--- src/rtl/cb_pulse_meas.sv ---
// Pulse high-time / period meter for a clean, clk_sys-synchronous line, with stall timeout.
// Optional rising-edge counter port enabled by defining CB_PULSE_MEAS_EDGE_CNT_EN.
//
// state        | meaning
// -------------+------------------------------------------------------------
// ST_IDLE      | measurement off, run/high counters held at 0
// ST_WAIT_RISE | enabled, waiting for an arming rise; timeout counting active
// ST_MEAS      | armed; counting period/high time, publishing on every rise
module cb_pulse_meas #(
  parameter int U_DLY = 1,
  parameter int CNT_W = 32
) (
  input  logic             clk_sys,
  input  logic             rst_n,
  input  logic             meas_en,
  input  logic [CNT_W-1:0] timeout_cnt,
  input  logic             sig_in,
  output logic [CNT_W-1:0] high_cnt,
  output logic [CNT_W-1:0] period_cnt,
  output logic             meas_vld,
  output logic             meas_timeout,
  output logic             meas_busy
`ifdef CB_PULSE_MEAS_EDGE_CNT_EN
  ,
  output logic [CNT_W-1:0] edge_cnt
`endif
);

  if (CNT_W < 8 || CNT_W > 32 || U_DLY < 0) begin : g_param_chk
    $error("cb_pulse_meas: CNT_W must be within 8..32 and U_DLY non-negative");
  end

  typedef enum logic [1:0] {
    ST_IDLE      = 2'd0,
    ST_WAIT_RISE = 2'd1,
    ST_MEAS      = 2'd2
  } state_t;

  localparam logic [CNT_W-1:0] CNT_MAX = {CNT_W{1'b1}};
  localparam logic [CNT_W-1:0] CNT_ONE = {{(CNT_W-1){1'b0}}, 1'b1};

  state_t           state;
  state_t           state_nxt;
  logic             sig_d;
  logic             rise;
  logic [CNT_W-1:0] run_cnt;
  logic [CNT_W-1:0] run_nxt;
  logic [CNT_W-1:0] hi_run;
  logic [CNT_W-1:0] hi_nxt;
  logic [CNT_W-1:0] run_inc;
  logic [CNT_W-1:0] hi_inc;
  logic             tout_hit;
  logic             take_meas;
  logic             tout_evt;

  assign rise      = sig_in & ~sig_d;
  assign run_inc   = (run_cnt == CNT_MAX) ? run_cnt : run_cnt + CNT_ONE;
  assign hi_inc    = (hi_run == CNT_MAX || !sig_in) ? hi_run : hi_run + CNT_ONE;
  assign tout_hit  = (timeout_cnt != '0) && (run_cnt >= timeout_cnt);
  assign meas_busy = (state != ST_IDLE);

  // Priority in every active state: disable, then rise, then timeout.
  always_comb begin
    state_nxt = state;
    run_nxt   = run_cnt;
    hi_nxt    = hi_run;
    take_meas = 1'b0;
    tout_evt  = 1'b0;
    case (state)
      ST_IDLE: begin
        run_nxt = '0;
        hi_nxt  = '0;
        if (meas_en) state_nxt = ST_WAIT_RISE;
      end
      ST_WAIT_RISE: begin
        if (!meas_en) begin
          state_nxt = ST_IDLE;
          run_nxt   = '0;
          hi_nxt    = '0;
        end else if (rise) begin
          state_nxt = ST_MEAS;
          run_nxt   = CNT_ONE;
          hi_nxt    = CNT_ONE;
        end else if (tout_hit) begin
          tout_evt = 1'b1;
          run_nxt  = '0;
          hi_nxt   = '0;
        end else begin
          run_nxt = run_inc;
        end
      end
      ST_MEAS: begin
        if (!meas_en) begin
          state_nxt = ST_IDLE;
          run_nxt   = '0;
          hi_nxt    = '0;
        end else if (rise) begin
          take_meas = 1'b1;
          run_nxt   = CNT_ONE;
          hi_nxt    = CNT_ONE;
        end else if (tout_hit) begin
          tout_evt  = 1'b1;
          state_nxt = ST_WAIT_RISE;
          run_nxt   = '0;
          hi_nxt    = '0;
        end else begin
          run_nxt = run_inc;
          hi_nxt  = hi_inc;
        end
      end
      default: begin
        state_nxt = ST_IDLE;
        run_nxt   = '0;
        hi_nxt    = '0;
      end
    endcase
  end

  always_ff @(posedge clk_sys or negedge rst_n) begin
    if (!rst_n) begin
      state        <= ST_IDLE;
      sig_d        <= 1'b0;
      run_cnt      <= '0;
      hi_run       <= '0;
      high_cnt     <= '0;
      period_cnt   <= '0;
      meas_vld     <= 1'b0;
      meas_timeout <= 1'b0;
    end else begin
      state        <= state_nxt;
      sig_d        <= sig_in;
      run_cnt      <= run_nxt;
      hi_run       <= hi_nxt;
      meas_vld     <= take_meas;
      meas_timeout <= tout_evt;
      if (take_meas) begin
        period_cnt <= run_cnt;
        high_cnt   <= hi_run;
      end
    end
  end

`ifdef CB_PULSE_MEAS_EDGE_CNT_EN
  always_ff @(posedge clk_sys or negedge rst_n) begin
    if (!rst_n) begin
      edge_cnt <= '0;
    end else if (state == ST_IDLE) begin
      if (meas_en) edge_cnt <= '0;
    end else if (rise && edge_cnt != CNT_MAX) begin
      edge_cnt <= edge_cnt + CNT_ONE;
    end
  end
`endif

endmodule
--- config.mk ---
export PLATFORM = sky130hd
export DESIGN_NAME = cb_pulse_meas
export DESIGN_NICKNAME = d
export VERILOG_FILES = /design/src/rtl/cb_pulse_meas.sv
export SDC_FILE = /design/constraint.sdc
export NUM_CORES = 1
export LEC_CHECK = 0
export BUFFER_PORTS_ARGS = -buffer_cell sky130_fd_sc_hd__buf_2
export CAP_MARGIN = 25
export CORE_MARGIN = 2
export CORE_UTILIZATION = 45
export DETAILED_ROUTE_END_ITERATION = 10
export GPL_TIMING_DRIVEN = 1
export PLACE_DENSITY = 0.76
export REMOVE_ABC_BUFFERS = 1
export SYNTH_ARGS = -nofsm -noshare
export SYNTH_HDL_FRONTEND = slang
export SYNTH_SLANG_ARGS = --single-unit
--- constraint.sdc ---
create_clock -name clk_sys -period 2.4 [get_ports clk_sys]
set_input_delay 0.48 -clock clk_sys [delete_from_list [all_inputs] [get_ports clk_sys]]
set_output_delay 0.48 -clock clk_sys [all_outputs]
set_load 0.02 [all_outputs]
==> flow_summary.toml <==
[logic_synthesis]
synth_largest_area_cell = "dfrtp_1"
synth_edf_count = 0
yosys_warnings = 0
seq_area_frac_synth = 0.461
syn_area_um2 = 7220
synth.area.top_cells = "dfrtp_1, mux2_2, ha_1"
synthCells = 727
yosysUniqueCellTypes = 58
ys_ff_latch = 133
synth_top_area_frac = 0.461
async_reset_ff_frac = 1.00
synth.most_common_cell = "dfrtp_1"
synth_top_flop_cell = "dfrtp_1"
avgSynthCellArea_um2 = 9.93
synth_commonest_cells = "dfrtp_1, nor2_1, mux2_2"

[critical_path]
worst_ep_arrival_time_ps = 2860
cp-start-kind = "flip-flop"
rrSetupSlack_ps = -100
cp-end-kind = "flip-flop"
cp_max_fo = 8
setup.worst_path.class = "reg2reg"
r2r-start = "run_cnt[0]"
critPathRequiredTime_ps = 2760
max_stage_delay_ps = 630
crit_family = "simple AND/OR/NAND/NOR gates"
crit_buf_inv = 2
critical_path.cell_chain = "inv_2, ha_4, nand2b_4, a2111o_1, a31oi_2, o32ai_2, or4_4, clkbuf_16, nor2_4"
r2r_cells = 9
reg2reg_to = "run_cnt[11]"
cpMaxStageDelayCell = "or4_4"

[global_route]
grt_use_total = 0.218
grt_max_degree = 60
grt_first_pass_wirelength_um = 29000
antenna_found_initial = 0
overflow = 0
grt_pass1_vias = 5936

[sta]
fmax_ghz = 0.400
worst_pin_slew_ps = 703
rsz0062_at_grt = "true"
timing.hold.ws_ps = 8.87
setup_viol = 31
final.setup.worst_slack_ps = -99.3
final_max_slew_viol_count = 0
period_share = 1.04
hold_viol_final = 0
max-slew-margin-rel = 0.527
fin_skew_ps = 9.24
finalCriticalPeriod_ps = 2500

[clock_tree]
htreeDepth = 4
cts_tree = "done"
cts_root_buf = "clkbuf_16"
ctsLongestPathBuffers = 2
clk_pin_slew_ps = 60
worstSkewPairLatency_ps = 430
clkSinkCount = 133
cts_buffers = 17
postCtsHoldBufs = 0

[floorplanning]
die_x_um = 131
start_util = 0.458
core_area_um2 = 15800
placementRows = 46
die_y_um = 131
dieArea_um2 = 17100
ios = 103

[route]
viasPerCell = 5.61
drt_iter0_drc = 467
wire_per_inst_um = 17.1
drc_errors = 0
first_pass_iters = 5
num_vias = 6320
totalWireLength_um = 19300
ant_nets = 0

[run_status]
violations = "negative setup slack"
status = "finished with violations"

[job]
drv_cap = 0

[worst_hold_path]
hp-class = "in2async"

[power_and_ir_drop]
ir_drop_uv = 375
powerDensity_nw_per_um2 = 616
total_power_mw = 5.90
power.leakage_nw = 4.55

[layout]
multi_input_area_um2 = 3950
fill_cells = 1288
nets = 971
regArea_um2 = 3330
drive_above_1_share = 0.380
syn_to_final_growth_pct = 32.7

[place]
finalWeightedCongestion = 0.891
io_buffer_count = 102
dpl.hpwl_um = 12900
[per-layer routing]
metal,share of wire,vias to the layer above,routed length (µm),GRT usage
met5,0,-,0,0
met2,0.47,178,9080,0.346
met3,0.056,45,1070,0.0464
met4,0.023,0,450,0.0832
met1,0.45,3118,8670,0.297
li1,-,2979,-,-
[what timing repair did]
item / 4_1_cts / 5_1_grt
buffers inserted: 0 / 6
gates cloned: 1 / 4
pin swaps: 0 / 23
setup endpoints to repair: 32 / 66
gates resized for setup: 6 / 82
[logic make-up (layout without fill, tap and decap cells)]
| kind of cell | count (synthesis) | count (layout) | share of synthesized area |
|---|---|---|---|
| xor+xnor | 30 | 30 | 0.0364 |
| flops | 133 | 133 | 0.461 |
| fa+ha+maj | 38 | 38 | 0.0658 |
| compound gates | 133 | 133 | 0.110 |
| buf+inv | 72 | 255 | 0.0409 |
| other cells | 0 | 1 | 0 |
| simple gates | 261 | 261 | 0.193 |
| mux | 60 | 60 | 0.0932 |
[worst max path at each step]
stage,start,to,slack (ps),cells past startpoint
after CTS,run_cnt[0],run_cnt[14],-30,9
after detailed placement,timeout_cnt[0],run_cnt[31],-240,9
final,run_cnt[0],run_cnt[11],-100,9
after floorplan,state[0],hi_run[12],-470,7
after global placement,timeout_cnt[0],run_cnt[31],-160,9
after global routing,run_cnt[0],run_cnt[11],-160,9
[per-stage QoR]
step	area [µm²]	setup WS (ps)	setup TNS, ps	std cells	utilization
finish	9580	-99.3	-2180	1127	0.608
global route	9580	-160	-5450	1126	0.607
CTS	9090	-29.8	-466	1116	0.576
detailed placement	8450	-240	-9060	1083	0.536
global placement	8450	-161	-6230	1083	0.536
floorplan	7090	-470	-15120	699	-
[cell type report]
cell class,instances,area share
well taps,216,0.0282
clock buffers,18,0.0458
inverters,44,0.0172
flip-flops and latches,133,0.348
diodes,1,0.000261
repair buffers,179,0.130
clock inverters,14,0.0183
multi-input cells,522,0.412
[flip-flops by register name, indices dropped and copies added, names as in the netlist]
name          cells
hi_run           32
high_cnt         32
period_cnt       32
run_cnt          32
state             2
meas_timeout      1
meas_vld          1
sig_d             1
[cell usage in the layout (no fill, tap or decap), drive strengths merged, types with 3 or more instances in the layout]
cell and count:
o21ai 44, nor3 7, nor3b 4, nand4 19, nand2b 4, or3 14, mux2 58, nand3 29
bufinv 3, or4 11, nand2 47, nor2 67, and3 13, clkinvlp 3, clkinv 4, ha 38
buf 176, a211oi 5, and2 7, inv 48, and4 5, nand3b 5, dfrtp 133, a21oi 53
nor4 20, a31oi 9, clkbuf 21, xnor2 17, xor2 13, nand4b 4
[power breakdown]
part,leakage (nW),switching (mW),internal [mW]
Combinational,2.41,0.530,0.356
Sequential,1.85,0.0336,2.28
Clock,0.294,1.03,1.67
Total,4.55,1.60,4.30
(Power assumes the default switching activity.)
